### config.mk
export PLATFORM = sky130hd
export DESIGN_NAME = vma_xunit_flat
export DESIGN_NICKNAME = d
export VERILOG_FILES = /design/src/rtl/vma_x_pkg.sv /design/src/rtl/vma_xunit_if.sv /design/src/rtl/vma_brk_chan.sv /design/src/rtl/vma_xunit.sv /design/src/flat_wrapper.sv
export SDC_FILE = /design/constraint.sdc
export NUM_CORES = 1
export LEC_CHECK = 0
export ABC_AREA = 1
export CAP_MARGIN = 30
export CELL_PAD_IN_SITES_DETAIL_PLACEMENT = 0
export CELL_PAD_IN_SITES_GLOBAL_PLACEMENT = 1
export CORE_MARGIN = 1
export CORE_UTILIZATION = 38
export CTS_BUF_LIST = sky130_fd_sc_hd__clkbuf_2 sky130_fd_sc_hd__clkbuf_4 sky130_fd_sc_hd__clkbuf_8
export CTS_CLUSTER_DIAMETER = 50
export DETAILED_ROUTE_END_ITERATION = 10
export MAX_ROUTING_LAYER = met4
export PLACE_DENSITY_LB_ADDON = 0.12
export RECOVER_POWER = 100
export SETUP_SLACK_MARGIN = 0.02
export SLEW_MARGIN = 5
export SYNTH_ARGS = -nofsm -noshare
export SYNTH_HDL_FRONTEND = slang
export SYNTH_HIERARCHICAL = 1
export SYNTH_SLANG_ARGS = --single-unit
### constraint.sdc
create_clock -name clk -period 2.1 [get_ports clk]
set_input_delay 0.42 -clock clk [delete_from_list [all_inputs] [get_ports clk]]
set_output_delay 0.42 -clock clk [all_outputs]
set_load 0.03 [all_outputs]
### src/rtl/vma_x_pkg.sv
// VMA unit shared types: op codes, section select, break modes.
// Diagnostic word selects and the magic-number sign extender.
package vma_x_pkg;

  localparam int OFS_W  = 18;
  localparam int EBUS_W = 36;

  typedef enum logic [1:0] {
    VOP_HOLD  = 2'b00,
    VOP_LOAD  = 2'b01,
    VOP_INC   = 2'b10,
    VOP_MAGIC = 2'b11
  } vma_op_t;

  typedef enum logic [1:0] {
    VSEL_VMA  = 2'b00,
    VSEL_PC   = 2'b01,
    VSEL_PREV = 2'b10,
    VSEL_AD   = 2'b11
  } vmax_sel_t;

  typedef struct packed {
    logic fetch;
    logic rd;
    logic wr;
  } brk_mode_t;

  localparam logic [2:0] DSEL_VMA  = 3'd0;
  localparam logic [2:0] DSEL_PC   = 3'd1;
  localparam logic [2:0] DSEL_HELD = 3'd2;
  localparam logic [2:0] DSEL_PSEC = 3'd3;
  localparam logic [2:0] DSEL_BRK  = 3'd4;
  localparam int         DSEL_CH0  = 5;

  function automatic logic [OFS_W-1:0] sext_magic(
    input logic [8:0] m
  );
    return {{(OFS_W-9){m[8]}}, m};
  endfunction

endpackage

### src/rtl/vma_xunit_if.sv
// Break-channel programming and diagnostic EBUS port of the VMA unit.
// master = control/diag side, slave = vma_xunit.
interface vma_xunit_if #(
  parameter int NBRK  = 2,
  parameter int CNT_W = 8,
  parameter int IDX_W = (NBRK > 1) ? $clog2(NBRK) : 1
);
  import vma_x_pkg::*;

  logic             brk_wr;
  logic [IDX_W-1:0] brk_idx;
  brk_mode_t        brk_mode;
  logic [CNT_W-1:0] brk_cnt;
  logic             brk_ack;
  logic [NBRK-1:0]  brk_hit;
  logic             brk_any;
  logic             diag_en;
  logic [2:0]       diag_sel;
  logic [35:0]      ebus_data;
  logic             ebus_drive;

  modport master (
    output brk_wr, brk_idx, brk_mode, brk_cnt, brk_ack,
    output diag_en, diag_sel,
    input  brk_hit, brk_any, ebus_data, ebus_drive
  );

  modport slave (
    input  brk_wr, brk_idx, brk_mode, brk_cnt, brk_ack,
    input  diag_en, diag_sel,
    output brk_hit, brk_any, ebus_data, ebus_drive
  );

endinterface

### src/rtl/vma_brk_chan.sv
// One address-break channel: address, mode, pass counter, sticky hit.
// A write to the channel takes priority over a match in the same cycle.
module vma_brk_chan
  import vma_x_pkg::*;
#(
  parameter int ADDR_W = 23,
  parameter int CNT_W  = 8
) (
  input  logic              clk,
  input  logic              rst_n,
  input  logic              wr_en,
  input  logic [ADDR_W-1:0] wr_addr,
  input  brk_mode_t         wr_mode,
  input  logic [CNT_W-1:0]  wr_cnt,
  input  logic              ack,
  input  logic              ref_valid,
  input  logic              ref_rd,
  input  logic              ref_wr,
  input  logic              ref_fetch,
  input  logic [ADDR_W-1:0] vma,
  output logic [ADDR_W-1:0] addr,
  output logic              hit
);

  logic [ADDR_W-1:0] addr_q, addr_d;
  brk_mode_t         mode_q, mode_d;
  logic [CNT_W-1:0]  cnt_q, cnt_d;
  logic              hit_q, hit_d;
  logic              type_ok;
  logic              match;

  // Match detect, then write > match > hold; ack clears the old hit only.
  always_comb begin
    addr_d  = addr_q;
    mode_d  = mode_q;
    cnt_d   = cnt_q;
    hit_d   = hit_q & ~ack;
    type_ok = (mode_q.fetch & ref_fetch)
            | (mode_q.rd & ref_rd)
            | (mode_q.wr & ref_wr);
    match   = ref_valid & type_ok & (addr_q == vma);
    if (wr_en) begin
      addr_d = wr_addr;
      mode_d = wr_mode;
      cnt_d  = wr_cnt;
    end else if (match) begin
      if (cnt_q == '0) begin
        hit_d = 1'b1;
      end else begin
        cnt_d = cnt_q - CNT_W'(1);
      end
    end
  end

  // Channel state registers.
  always_ff @(posedge clk or negedge rst_n) begin
    if (!rst_n) begin
      addr_q <= '0;
      mode_q <= '0;
      cnt_q  <= '0;
      hit_q  <= 1'b0;
    end else begin
      addr_q <= addr_d;
      mode_q <= mode_d;
      cnt_q  <= cnt_d;
      hit_q  <= hit_d;
    end
  end

  assign addr = addr_q;
  assign hit  = hit_q;

endmodule

### src/rtl/vma_xunit.sv
// EBOX VMA unit: VMA/PC/HELD/PREV SEC, incrementer and magic adder,
// address-break channels and a registered diagnostic EBUS read port.
module vma_xunit
  import vma_x_pkg::*;
#(
  parameter int ADDR_W = 23,
  parameter int SECT_W = 5,
  parameter int NBRK   = 2,
  parameter int CNT_W  = 8
) (
  input  logic              clk,
  input  logic              rst_n,
  input  logic [35:0]       ad,
  input  logic [8:0]        magic,
  input  logic [1:0]        vma_op,
  input  logic              vmax_en,
  input  logic [1:0]        vmax_sel,
  input  logic              extended,
  input  logic              fetch,
  input  logic              load_pc,
  input  logic              load_held,
  input  logic              load_prev_sec,
  input  logic              sel_held,
  input  logic              ref_valid,
  input  logic              ref_rd,
  input  logic              ref_wr,
  input  logic              ref_fetch,
  output logic [ADDR_W-1:0] vma,
  output logic [ADDR_W-1:0] pc,
  output logic [ADDR_W-1:0] held,
  output logic [ADDR_W-1:0] held_or_pc,
  output logic [SECT_W-1:0] prev_sec,
  output logic              local_ref,
  output logic              ac_ref,
  output logic              local_ac,
  vma_xunit_if.slave        bus
);

  localparam int IDX_W = (NBRK > 1) ? $clog2(NBRK) : 1;

  // Vectors are LSB-0: PDP bit 35 is bit 0 here, so ad[13:35] is ad[22:0].
  logic [ADDR_W-1:0] vma_q, vma_d;
  logic [ADDR_W-1:0] pc_q, pc_d;
  logic [ADDR_W-1:0] held_q, held_d;
  logic [SECT_W-1:0] psec_q, psec_d;
  logic [35:0]       ebus_q, ebus_d;
  logic              drv_q, drv_d;

  logic [SECT_W-1:0] vma_sec;
  logic [OFS_W-1:0]  vma_ofs;
  logic [SECT_W-1:0] ad_sec;
  logic [SECT_W-1:0] sec_mux;
  logic [SECT_W-1:0] ld_sec;
  logic              is_local;
  logic              low_ofs;
  logic [NBRK-1:0]   hit;
  logic [ADDR_W-1:0] ch_addr [NBRK];
  logic              unused_ad;

  assign vma_sec   = vma_q[ADDR_W-1:OFS_W];
  assign vma_ofs   = vma_q[OFS_W-1:0];
  assign ad_sec    = ad[ADDR_W-1:OFS_W];
  assign unused_ad = ^ad[35:ADDR_W];

  assign is_local = ~extended | fetch | (vma_sec <= SECT_W'(1));
  assign low_ofs  = vma_ofs < OFS_W'(16);

  // Section source for load and magic when vmax_en is set.
  always_comb begin
    sec_mux = vma_sec;
    unique case (vmax_sel_t'(vmax_sel))
      VSEL_VMA:  sec_mux = vma_sec;
      VSEL_PC:   sec_mux = pc_q[ADDR_W-1:OFS_W];
      VSEL_PREV: sec_mux = psec_q;
      VSEL_AD:   sec_mux = ad_sec;
      default:   sec_mux = vma_sec;
    endcase
    ld_sec = vmax_en ? sec_mux : vma_sec;
  end

  // VMA next value; PC/HELD sample the pre-edge VMA.
  always_comb begin
    vma_d = vma_q;
    unique case (vma_op_t'(vma_op))
      VOP_HOLD:  vma_d = vma_q;
      VOP_LOAD:  vma_d = {ld_sec, ad[OFS_W-1:0]};
      VOP_INC:   vma_d = is_local
                       ? {vma_sec, vma_ofs + OFS_W'(1)}
                       : vma_q + ADDR_W'(1);
      VOP_MAGIC: vma_d = {ld_sec,
                          pc_q[OFS_W-1:0] + sext_magic(magic)};
      default:   vma_d = vma_q;
    endcase
    pc_d   = load_pc ? vma_q : pc_q;
    held_d = load_held ? vma_q : held_q;
    psec_d = load_prev_sec ? ad_sec : psec_q;
  end

  // Diagnostic word select, registered for one cycle of latency.
  always_comb begin
    ebus_d = '0;
    drv_d  = bus.diag_en;
    if (bus.diag_en) begin
      case (bus.diag_sel)
        DSEL_VMA:  ebus_d = EBUS_W'(vma_q);
        DSEL_PC:   ebus_d = EBUS_W'(pc_q);
        DSEL_HELD: ebus_d = EBUS_W'(held_q);
        DSEL_PSEC: ebus_d = EBUS_W'(psec_q);
        DSEL_BRK:  ebus_d = EBUS_W'({hit, local_ac, ac_ref});
        default: begin
          for (int i = 0; i < NBRK; i++) begin
            if (int'(bus.diag_sel) == DSEL_CH0 + i) begin
              ebus_d = EBUS_W'(ch_addr[i]);
            end
          end
        end
      endcase
    end
  end

  // Architectural and EBUS registers.
  always_ff @(posedge clk or negedge rst_n) begin
    if (!rst_n) begin
      vma_q  <= '0;
      pc_q   <= '0;
      held_q <= '0;
      psec_q <= '0;
      ebus_q <= '0;
      drv_q  <= 1'b0;
    end else begin
      vma_q  <= vma_d;
      pc_q   <= pc_d;
      held_q <= held_d;
      psec_q <= psec_d;
      ebus_q <= ebus_d;
      drv_q  <= drv_d;
    end
  end

  for (genvar i = 0; i < NBRK; i++) begin : g_ch
    vma_brk_chan #(
      .ADDR_W (ADDR_W),
      .CNT_W  (CNT_W)
    ) u_ch (
      .clk       (clk),
      .rst_n     (rst_n),
      .wr_en     (bus.brk_wr && (bus.brk_idx == IDX_W'(i))),
      .wr_addr   (ad[ADDR_W-1:0]),
      .wr_mode   (bus.brk_mode),
      .wr_cnt    (bus.brk_cnt),
      .ack       (bus.brk_ack),
      .ref_valid (ref_valid),
      .ref_rd    (ref_rd),
      .ref_wr    (ref_wr),
      .ref_fetch (ref_fetch),
      .vma       (vma_q),
      .addr      (ch_addr[i]),
      .hit       (hit[i])
    );
  end

  assign vma        = vma_q;
  assign pc         = pc_q;
  assign held       = held_q;
  assign held_or_pc = sel_held ? held_q : pc_q;
  assign prev_sec   = psec_q;
  assign local_ref  = is_local;
  assign ac_ref     = ref_valid & is_local & low_ofs
                    & (vma_sec <= SECT_W'(1));
  assign local_ac   = is_local & low_ofs
                    & (vma_sec > SECT_W'(1));

  assign bus.brk_hit    = hit;
  assign bus.brk_any    = |hit;
  assign bus.ebus_data  = ebus_q;
  assign bus.ebus_drive = drv_q;

endmodule
### src/flat_wrapper.sv
// flat-port wrapper written by rule: the top's interface ports become plain ports
module vma_xunit_flat import vma_x_pkg::*;
#(
  parameter int ADDR_W = 23,
  parameter int SECT_W = 5,
  parameter int NBRK   = 2,
  parameter int CNT_W  = 8
)
  (clk, rst_n, ad, magic, vma_op, vmax_en, vmax_sel, extended, fetch, load_pc, load_held, load_prev_sec, sel_held, ref_valid, ref_rd, ref_wr, ref_fetch, vma, pc, held, held_or_pc, prev_sec, local_ref, ac_ref, local_ac, bus_brk_wr, bus_brk_idx, bus_brk_mode, bus_brk_cnt, bus_brk_ack, bus_diag_en, bus_diag_sel, bus_brk_hit, bus_brk_any, bus_ebus_data, bus_ebus_drive);
  vma_xunit_if #(.NBRK(NBRK), .CNT_W(CNT_W)) bus_i ();
  input  logic clk;
  input  logic rst_n;
  input  logic [35:0] ad;
  input  logic [8:0] magic;
  input  logic [1:0] vma_op;
  input  logic vmax_en;
  input  logic [1:0] vmax_sel;
  input  logic extended;
  input  logic fetch;
  input  logic load_pc;
  input  logic load_held;
  input  logic load_prev_sec;
  input  logic sel_held;
  input  logic ref_valid;
  input  logic ref_rd;
  input  logic ref_wr;
  input  logic ref_fetch;
  output logic [ADDR_W-1:0] vma;
  output logic [ADDR_W-1:0] pc;
  output logic [ADDR_W-1:0] held;
  output logic [ADDR_W-1:0] held_or_pc;
  output logic [SECT_W-1:0] prev_sec;
  output logic local_ref;
  output logic ac_ref;
  output logic local_ac;
  input wire logic [$bits(bus_i.brk_wr)-1:0] bus_brk_wr;
  input wire logic [$bits(bus_i.brk_idx)-1:0] bus_brk_idx;
  input wire logic [$bits(bus_i.brk_mode)-1:0] bus_brk_mode;
  input wire logic [$bits(bus_i.brk_cnt)-1:0] bus_brk_cnt;
  input wire logic [$bits(bus_i.brk_ack)-1:0] bus_brk_ack;
  input wire logic [$bits(bus_i.diag_en)-1:0] bus_diag_en;
  input wire logic [$bits(bus_i.diag_sel)-1:0] bus_diag_sel;
  output wire logic [$bits(bus_i.brk_hit)-1:0] bus_brk_hit;
  output wire logic [$bits(bus_i.brk_any)-1:0] bus_brk_any;
  output wire logic [$bits(bus_i.ebus_data)-1:0] bus_ebus_data;
  output wire logic [$bits(bus_i.ebus_drive)-1:0] bus_ebus_drive;
  assign bus_i.brk_wr = bus_brk_wr;
  assign bus_i.brk_idx = bus_brk_idx;
  assign bus_i.brk_mode = bus_brk_mode;
  assign bus_i.brk_cnt = bus_brk_cnt;
  assign bus_i.brk_ack = bus_brk_ack;
  assign bus_i.diag_en = bus_diag_en;
  assign bus_i.diag_sel = bus_diag_sel;
  assign bus_brk_hit = bus_i.brk_hit;
  assign bus_brk_any = bus_i.brk_any;
  assign bus_ebus_data = bus_i.ebus_data;
  assign bus_ebus_drive = bus_i.ebus_drive;
  vma_xunit #(.ADDR_W(ADDR_W), .SECT_W(SECT_W), .NBRK(NBRK), .CNT_W(CNT_W)) u_core (.clk(clk), .rst_n(rst_n), .ad(ad), .magic(magic), .vma_op(vma_op), .vmax_en(vmax_en), .vmax_sel(vmax_sel), .extended(extended), .fetch(fetch), .load_pc(load_pc), .load_held(load_held), .load_prev_sec(load_prev_sec), .sel_held(sel_held), .ref_valid(ref_valid), .ref_rd(ref_rd), .ref_wr(ref_wr), .ref_fetch(ref_fetch), .vma(vma), .pc(pc), .held(held), .held_or_pc(held_or_pc), .prev_sec(prev_sec), .local_ref(local_ref), .ac_ref(ac_ref), .local_ac(local_ac), .bus(bus_i));
endmodule
==> run metrics, run 1 <==
status=finished with violations; violated checks=max-capacitance violations, max-slew violations, negative setup slack; # DRC=0; Worst EP arrival=1.90 ns; syn_area_per_cell=6.88 sq um; hold_sp=u_core/g_ch[0].u_ch/mode_q[2]; Setup crit start kind=register; die width=171 um; first-pass GRT wire length=66600 um; fraction of layout cells with a size suffix above 1=14.6%; Post-synth EDFFs=0; Clock Sinks=168; worst slew pin tran=1.60 ns; reg2reg setup slack=0.08 ns; slowest CP cell=dfrtp_1; hold_ws=0.482 ns; sum of negative setup slack=-0.418 ns; Rows=61; grt ovf=0; Reg2Reg Launch Point=u_core/pc[0]; Final GP Congestion=0.967; CP Cell Sequence=nor2_1 > nand3_1 > nor3_2 > buf_4 > nand3_4 > buf_4 > nor2b_4 > buf_6; first drt pass iteration count=6; Synth Area in Compound Gates=16.5%; CP most frequent cell=buf_4; maximum root-to-sink buffer count=2; port bufs=193; worst reg2reg path depth=12; mux cell area share after synthesis=0%; Hold Fails Final Rpt=0; count of cell types in the netlist=49; worst setup skew after layout=0.0233 ns; Root Buffer=clkbuf_8; f_max=0.431 GHz; most frequent cells in the layout=nand2_1 (481), inv_1 (196), dfrtp_1 (167); post-synthesis simple-gate area fraction=30.3%; synthesized cell area=10800 sq um; clk_lat worst skew=0.49 ns; Post-Syn Instances=1577; Worst Slack Setup Final=-0.221 ns; DRT antenna net count=0; fin crit share=111%; Critical Path End Type=output port; Final Instance Area=14700 sq um; Die Ht=171 um; Tmin final=2.32 ns; Pleak=7.32 nW; starting density of the core=38.8%; CTS tree=yes; Antenna Cells=0; slowest stage delay, CP=0.40 ns; Synth Register Bits=168; Top Ports=220; Slew Limit Fails=58; area grow syn2layout=35.9%; initial antenna violation count=0; r2r endpoint=u_core/vma[6]; total track usage=31.8%; hold depth=2; largest net degree at the start of global routing=58; Worst Hold Class=register to register; core area=27900 sq um; max-cap viol count=1; pwr/cell area=827 nW/um^2; Synth Area in Adders=2.72%; number of global-route vias before repair=11100; Max-slew headroom=-6.84%; Post-DP HPWL=34900 um; Reg clk slew, reported paths=0.11 ns; Post-synth top flop=dfrtp_1; CTS Buf Count=17; Max IR drop VDD=0.460 mV; final wirelength=45000 um; Post-synth ARST share=100%; largest family of logic cells by synthesized area=simple AND/OR/NAND/NOR gates; RSZ-0062 raised after global routing=yes; H-Tree Depth=4; Final nets=2021; vias per cell=5.15; die area=29200 sq um; yosys warns=6; xor and xnor area share after synthesis=0.807%; hold path endpoint=u_core/g_ch[0].u_ch/mode_q[2]; routed via count=11900; critical path required time=1.68 ns; most common cell after layout, fill and taps aside=nand2_1; kind of critical path=register to output port; WL/cell=19.5 um; DRT iter0 DRCs=1005; placed cell areas=14500 sq um; Final Setup Violations=2; critical-path maximum fanout=2; sequential area share after synthesis=38.8%
-- synth_stat cells (2+ instances only) --
library cell    n  area [sq um]
a211oi_1        4          30.0
a21boi_1        2          15.0
a21oi_1        61           305
a221oi_1       39           342
a31oi_1         3          18.8
buf_1           6          22.5
buf_2          21           105
buf_4          18           135
clkbuf_1       22          82.6
dfrtp_1       168          4200
ha_1           22           275
inv_1         196           736
inv_2          21          78.8
nand2_1       482          1810
nand2_2         4          25.0
nand2_4         5          56.3
nand3_1        87           435
nand3b_1        5          37.5
nand4_1        12          75.1
nand4_4         2          42.5
nor2_1        128           480
nor2_2         10          62.6
nor3_1         29           145
nor3b_2         2          25.0
o211ai_1        4          30.0
o21ai_0       162           811
o21ai_1        18          90.1
o21bai_1        2          15.0
o221ai_1        3          26.3
o22ai_1        10          62.6
o31ai_1         2          15.0
or2_2           2          12.5
xnor2_1         2          17.5
xor2_1          8          70.1
-- flip-flops by register name (all words and copies together) (netlist names) --
signal and cells:
u_core/vma 23, u_core/g_ch.u_ch/cnt_q 16, u_core/g_ch.u_ch/mode_q 6, u_core/bus.ebus_data 23, u_core/prev_sec 5, u_core/g_ch.u_ch/addr 46
u_core/held 23, u_core/bus.ebus_drive 1, u_core/g_ch.u_ch/hit 2, u_core/pc 23
-- critical path: cells and delay by family, from the launching register on --
family / cells / cell delay (ns)
flip-flops: 1 / 0.40
AND/OR/NAND/NOR: 5 / 0.57
buffers and inverters: 3 / 0.46
-- cell families after synthesis --
logic type	Yosys count
flops	168
other cells	1
xor+xnor	10
buf+inv	286
fa+ha+maj	23
simple gates	776
compound gates	313
-- layout make-up --
cell class / count / area, sq um
clock inverter: 15 / 204
inverter: 218 / 818
fill: 2953 / 13200
clock buffer: 17 / 234
multi-input combinational: 1135 / 5610
tap: 378 / 473
timing repair buffer: 378 / 3200
sequential: 168 / 4210
-- power by group --
part | internal [mW] | total (mW) | switching, mW
clock network | 1.13 | 2.62 | 1.49
registers | 3.76 | 4.25 | 0.492
logic | 1.92 | 5.32 | 3.39
-- metrics by stage --
step	instances	util, %	setup WS, ns	total power, mW
floorplan	1589	-	-0.0432	7.27
global route	2309	52.8	-0.308	13.0
CTS	2305	53.4	-0.226	12.3
detailed placement	2269	51.7	-0.400	9.75
finish	2309	52.8	-0.221	12.2
global placement	2269	51.7	-0.343	9.71
-- what timing repair did --
item	in CTS	in global routing
endpoints found under the setup margin	42	23
pin swaps	1	5
buffers inserted	3	3
endpoints found under the hold margin	49	0
cloned	0	1
hold buffers	1	0
gates resized for setup	49	33
-- per-layer routing --
layer  routed length (um)  up-vias  GRT usage, %
li1                     -     5779             -
met1                20500     5633          42.7
met2                20600      420          49.8
met3                 2560       54          3.75
met4                 1340        0          10.8
met5                    0        -             -
-- worst max-delay path by stage --
stage	start	end	slack, ns	cells past startpoint
3_5_place_dp	magic[0]	u_core/vma[14]	-0.40	12
3_3_place_gp	magic[0]	u_core/vma[14]	-0.34	12
6_report	u_core/vma[9]	local_ac	-0.22	8
5_1_grt	u_core/vma[9]	local_ac	-0.31	8
4_1_cts	u_core/vma[8]	ac_ref	-0.23	7
2_1_floorplan	u_core/vma[21]	local_ac	-0.04	5
Note: power is estimated with default switching activity, not from simulation.
==> run 2: changes to the inputs <==
- MAX_ROUTING_LAYER: met4 -> unset
- TNS_END_PERCENT: unset -> 10
==> run metrics, run 2 (synthesis results as in run 1) <==
area of the multi-input gates=5550 sq um; Layout fillers=2952; largest net degree at the start of global routing=47; Worst Hold Class=register to register; critical path's top delay family=buffers and inverters; final wirelength=43600 um; Die Ht=171 um; Antenna Cells=0; grt ovf=0; f_max=0.444 GHz; routed via count=11900; Max-slew headroom=25.8%; Critical Path End Type=register; Root Buffer=clkbuf_8; port bufs=193; Post-DP HPWL=33800 um; slowest stage delay, CP=0.60 ns; max reg flops=46; CP most frequent cell=nor2_1; Finished Core Util=51.7%; Final nets=2010; hold depth=2; fraction of layout cells with a size suffix above 1=13.8%; # DRC=0; kind of critical path=primary input to register; worst slew pin tran=1.11 ns; H-Tree Depth=4; WL/cell=19.0 um; Tmin final=2.25 ns; Max IR drop VDD=0.389 mV; Reg clk slew, reported paths=0.10 ns; die width=171 um; pwr/cell area=818 nW/um^2; max-cap viol count=0; die area=29200 sq um; Worst Slack Setup Final=-0.151 ns; clk_lat worst skew=0.48 ns; pre-CTS setup slack=-0.429 ns; initial antenna violation count=0; CP bufs+invs=4; first drt pass iteration count=6; starting density of the core=38.8%; CP Cell Sequence=dlygate4sd3_1 > nor2_1 > nor2_1 > inv_1 > buf_12 > o21ai_0 > a221oi_1 > buf_4 > nor3_1; slowest CP cell=dlygate4sd3_1; Hold Fails Final Rpt=0; total track usage=30.0%; Pwr Total=11.8 mW; worst setup skew after layout=0.0195 ns; violated checks=negative setup slack; most common cell after layout, fill and taps aside=nand2_1; Worst EP arrival=2.61 ns; RSZ-0062 raised after global routing=yes; CTS Buf Count=17; number of global-route vias before repair=11000; vias per cell=5.16; worst reg2reg path depth=13; Setup crit start kind=primary input; Sequential Area=4210 sq um; critical path required time=2.46 ns; critical path depth=9; fin crit share=107%; Final Instance Area=14400 sq um; CTS tree=yes; Clock Sinks=168; Top Ports=220; DRT antenna net count=0; core area=27900 sq um; Pleak=7.28 nW; Final GP Congestion=0.984; Final Setup Violations=4; DRT iter0 DRCs=1001; status=finished with violations; first-pass GRT wire length=65100 um; most frequent cells in the layout=nand2_1 (485), inv_1 (195), dfrtp_1 (167); Slew Limit Fails=0; critical-path maximum fanout=14; maximum root-to-sink buffer count=2; area grow syn2layout=33.1%; sum of negative setup slack=-0.419 ns; placed cell areas=14300 sq um; Rows=61
run 2: cell types whose count changed in the layout (fill, tap and decap cells not counted), sizes merged:
cell           before  now
clkbuf             76   88
clkdlybuf4s50     111   81
bufinv              2    0
dlymetal6s2s        1    2
dlygate4sd3         8   37
clkinv              6    7
clkdlybuf4s25       0    1
inv               223  224
buf               160  135
dlymetal6s4s        0    1
run 2: area by class of cell:
type,count,share of cell area (%)
clock buffers,17,1.62
clock inverters,15,1.07
inverters,218,5.67
multi-input cells,1135,38.4
flip-flops and latches,168,29.1
well taps,378,3.27
repair buffers,367,20.8
run 2: tightest hold or removal path, stage by stage, from the launching register on:
cell and delay, ns:
dfrtp_1 0.36, nand2_1 0.05, nand2_1 0.05
run 2: report_power, final:
part	internal, mW	switching [mW]
logic	1.83	3.33
registers	3.76	0.517
clock network	0.886	1.49
run 2: per-stage QoR:
| stage | hold slack (ns) | cells |
|---|---|---|
| after CTS | 0.423 | 2294 |
| after floorplan | 0.124 | 1589 |
| after global placement | 0.375 | 2259 |
| after detailed placement | 0.379 | 2259 |
| final | 0.483 | 2298 |
| after global routing | 0.486 | 2298 |
run 2: layer usage:
| metal | global-route usage, % | vias up | share of wire [%] |
|---|---|---|---|
| li1 | - | 5776 | - |
| met1 | 42.5 | 5645 | 46 |
| met2 | 48.9 | 404 | 46 |
| met3 | 2.64 | 43 | 5.2 |
| met4 | 8.04 | 0 | 2.0 |
| met5 | 0 | - | 0 |
run 2: path summary, 6_finish.rpt:
| check | slack, ns | from | to |
|---|---|---|---|
| worst max-delay path | -0.15 | bus_diag_sel[0] | u_core/bus.ebus_data[11] |
| worst min-delay path | 0.48 | u_core/g_ch[1].u_ch/mode_q[2] | u_core/g_ch[1].u_ch/mode_q[2] |
| worst max register to register | 0.01 | u_core/vma[10] | u_core/g_ch[0].u_ch/cnt_q[5] |
| worst min register to register | 0.48 | u_core/g_ch[1].u_ch/mode_q[2] | u_core/g_ch[1].u_ch/mode_q[2] |
| max in group asynchronous | 0.12 | rst_n | u_core/g_ch[0].u_ch/hit |
| min in group asynchronous | 0.67 | rst_n | u_core/held[18] |
run 2: what timing repair did:
action / CTS / global route
gates cloned: 0 / 0
pin swaps: 3 / 4
hold buffers: 1 / 0
resized for setup: 57 / 25
setup buffers: 2 / 4
endpoints found under the hold margin: 34 / 0
endpoints found under the setup margin: 44 / 22
==> run 3: changes to the inputs <==
- ABC_AREA: 1 -> unset
- CORE_UTILIZATION: 38 -> 41
==> run metrics, run 3 <==
ranking of synthesized cells by area=dfrtp_1 (40%), mux2_2 (13%), xnor2_1 (4.7%); first-pass GRT wire length=59500 um; fraction of layout cells with a size suffix above 1=34.3%; DRT iter0 DRCs=725; Critical Path End Type=register; WL/cell=21.5 um; most frequent cells in the layout=buf_4 (209), dfrtp_1 (158), mux2_2 (122); first drt pass iteration count=5; Switch Pwr=7.41 mW; Final GP Congestion=0.874; Root Buffer=clkbuf_8; count leader, synth=dfrtp_1; Top Ports=220; Post-synth top cells=dfrtp_1 (168), mux2_2 (122), a21oi_1 (90); Worst Hold Class=primary input to register; Post-Syn Instances=1062; switching part of the total=44.2%; Max-slew headroom=32.5%; Finished Core Util=60.3%; Clock Sinks=168; register share of total power=28.8%; Synth Area in Adders=2.80%; vias per cell=5.69; Post-synth EDFFs=0; worst reg2reg path depth=7; maximum root-to-sink buffer count=2; sequential area share after synthesis=39.9%; clk_lat worst skew=0.48 ns; mux cell area share after synthesis=16.3%; largest net degree at the start of global routing=68; Pwr Total=16.8 mW; Worst EP arrival=2.79 ns; kind of critical path=primary input to register; hold_ws=0.483 ns; Reg clk slew, reported paths=0.10 ns; count of cell types in the netlist=70; reg2reg setup slack=-0.24 ns; hold_sp=bus_diag_sel[2]; total track usage=29.9%; max reg flops=46; Post-synth top flop=dfrtp_1; Post-synth ARST share=100%; pre-CTS setup slack=-0.770 ns; critical path required time=2.46 ns; worst setup skew after layout=0.0190 ns; Critical Path Source=bus_brk_wr; Rows=58; Max IR drop VDD=0.794 mV; fin crit share=116%; CTS Buf Count=17; port bufs=193; most common cell after layout, fill and taps aside=buf_4; Final nets=1557; largest family of logic cells by synthesized area=compound AO/OA/AOI/OAI gates; r2r endpoint=u_core/vma[6]; status=finished with violations; violated checks=negative setup slack; final wirelength=38600 um; hold depth=4; Post-DP HPWL=28900 um; Slew Limit Fails=0; worst slew pin tran=1.01 ns; # DRC=0; grt ovf=0; core area=25200 sq um; syn_area_per_cell=9.92 sq um; hold path endpoint=u_core/bus.ebus_data[0]; max-cap viol count=0; Final Setup Violations=55; Synth Area in Compound Gates=16.6%; Gate power share=56.7%; xor and xnor area share after synthesis=5.41%; f_max=0.411 GHz; Synth top area share=39.9%; Reg2Reg Launch Point=u_core/pc[0]; Synth Register Bits=168; Antenna Cells=0; Setup crit start kind=primary input; top cell type by total area after synthesis=dfrtp_1; clock power share=14.5%; H-Tree Depth=4; number of global-route vias before repair=10300; post-synthesis simple-gate area fraction=14.2%; pwr/cell area=1100 nW/um^2; Tmin final=2.43 ns; area grow syn2layout=44.1%; critical-path maximum fanout=23; starting density of the core=41.8%; die area=26300 sq um; Worst Slack Setup Final=-0.331 ns; Hold Fails Final Rpt=0; die width=162 um; synthesized cell area=10500 sq um; Pleak=6.55 nW; Int Power=9.36 mW; yosys warns=6; initial antenna violation count=0; Die Ht=162 um; RSZ-0062 raised after global routing=yes; CTS tree=yes; routed via count=10200; DRT antenna net count=0
-- run 3: cell types whose count changed after synthesis, moves of 55 or more --
cell / previous run / this run
nand2_1: 482 / 48
nor2_1: 128 / 62
nand3_1: 87 / 16
mux2_2: 0 / 122
inv_1: 196 / 27
xnor2_1: 2 / 57
o21ai_0: 162 / 49
-- run 3: critical path, stage by stage --
cell           delay [ns]
dlygate4sd3_1        0.55
and2_0               0.33
clkbuf_1             0.60
buf_4                0.49
mux2_2               0.39
-- run 3: through the flow --
step	cells	setup TNS (ns)	cell area, sq um
after detailed placement	1748	-26.12	14500
after global routing	1797	-12.93	15200
after floorplan	1074	-2.77	10600
after global placement	1747	-26.89	14500
after CTS	1794	-2.53	15200
final	1797	-9.93	15200
-- run 3: cells by family after synthesis --
logic type	count (synthesis)
adders and majority gates	23
AOI/OAI and AO/OA	266
other	1
muxes	147
DFF	168
and+or+nand+nor	277
xor gates and xnor gates	65
buffers and inverters	115
-- run 3: routing by layer --
layer	wire, um	track usage (%)
met3	1990	4.19
met2	18400	48.3
met4	524	7.29
met1	17700	42.1
met5	0	0
-- run 3: how the worst max path moves through the flow --
| stage | endpoint | slack, ns | depth (start not counted) |
|---|---|---|---|
| 6_report | u_core/g_ch[1].u_ch/addr[21] | -0.33 | 5 |
| 5_1_grt | ac_ref | -0.38 | 7 |
| 4_1_cts | ac_ref | -0.35 | 7 |
| 3_5_place_dp | u_core/vma[12] | -0.77 | 9 |
| 3_3_place_gp | u_core/vma[12] | -0.75 | 9 |
| 2_1_floorplan | u_core/vma[6] | -0.23 | 7 |
-- run 3: final cells by class --
type / instances / area [sq um]
clock inverter: 13 / 133
fill: 2252 / 10000
sequential: 168 / 4220
inverter: 29 / 109
clock buffer: 19 / 262
multi-input combinational: 791 / 6300
tap: 330 / 413
timing repair buffer: 447 / 3740
-- run 3: what timing repair did --
| action | in CTS | in global routing |
|---|---|---|
| pin swaps | 11 | 9 |
| gates cloned | 1 | 0 |
| buffers inserted | 12 | 3 |
| gates resized for setup | 149 | 64 |
| endpoints found under the setup margin | 96 | 58 |
| endpoints found under the hold margin | 130 | 0 |
| hold buffers | 1 | 0 |
-- run 3: power by group through the flow --
stage,clock network (mW),logic (mW),registers (mW)
global placement,0,9.30,4.85
global route,2.59,10.1,4.93
CTS,2.48,9.52,4.82
floorplan,0,3.75,5.93
detailed placement,0,9.37,4.87
finish,2.43,9.51,4.83
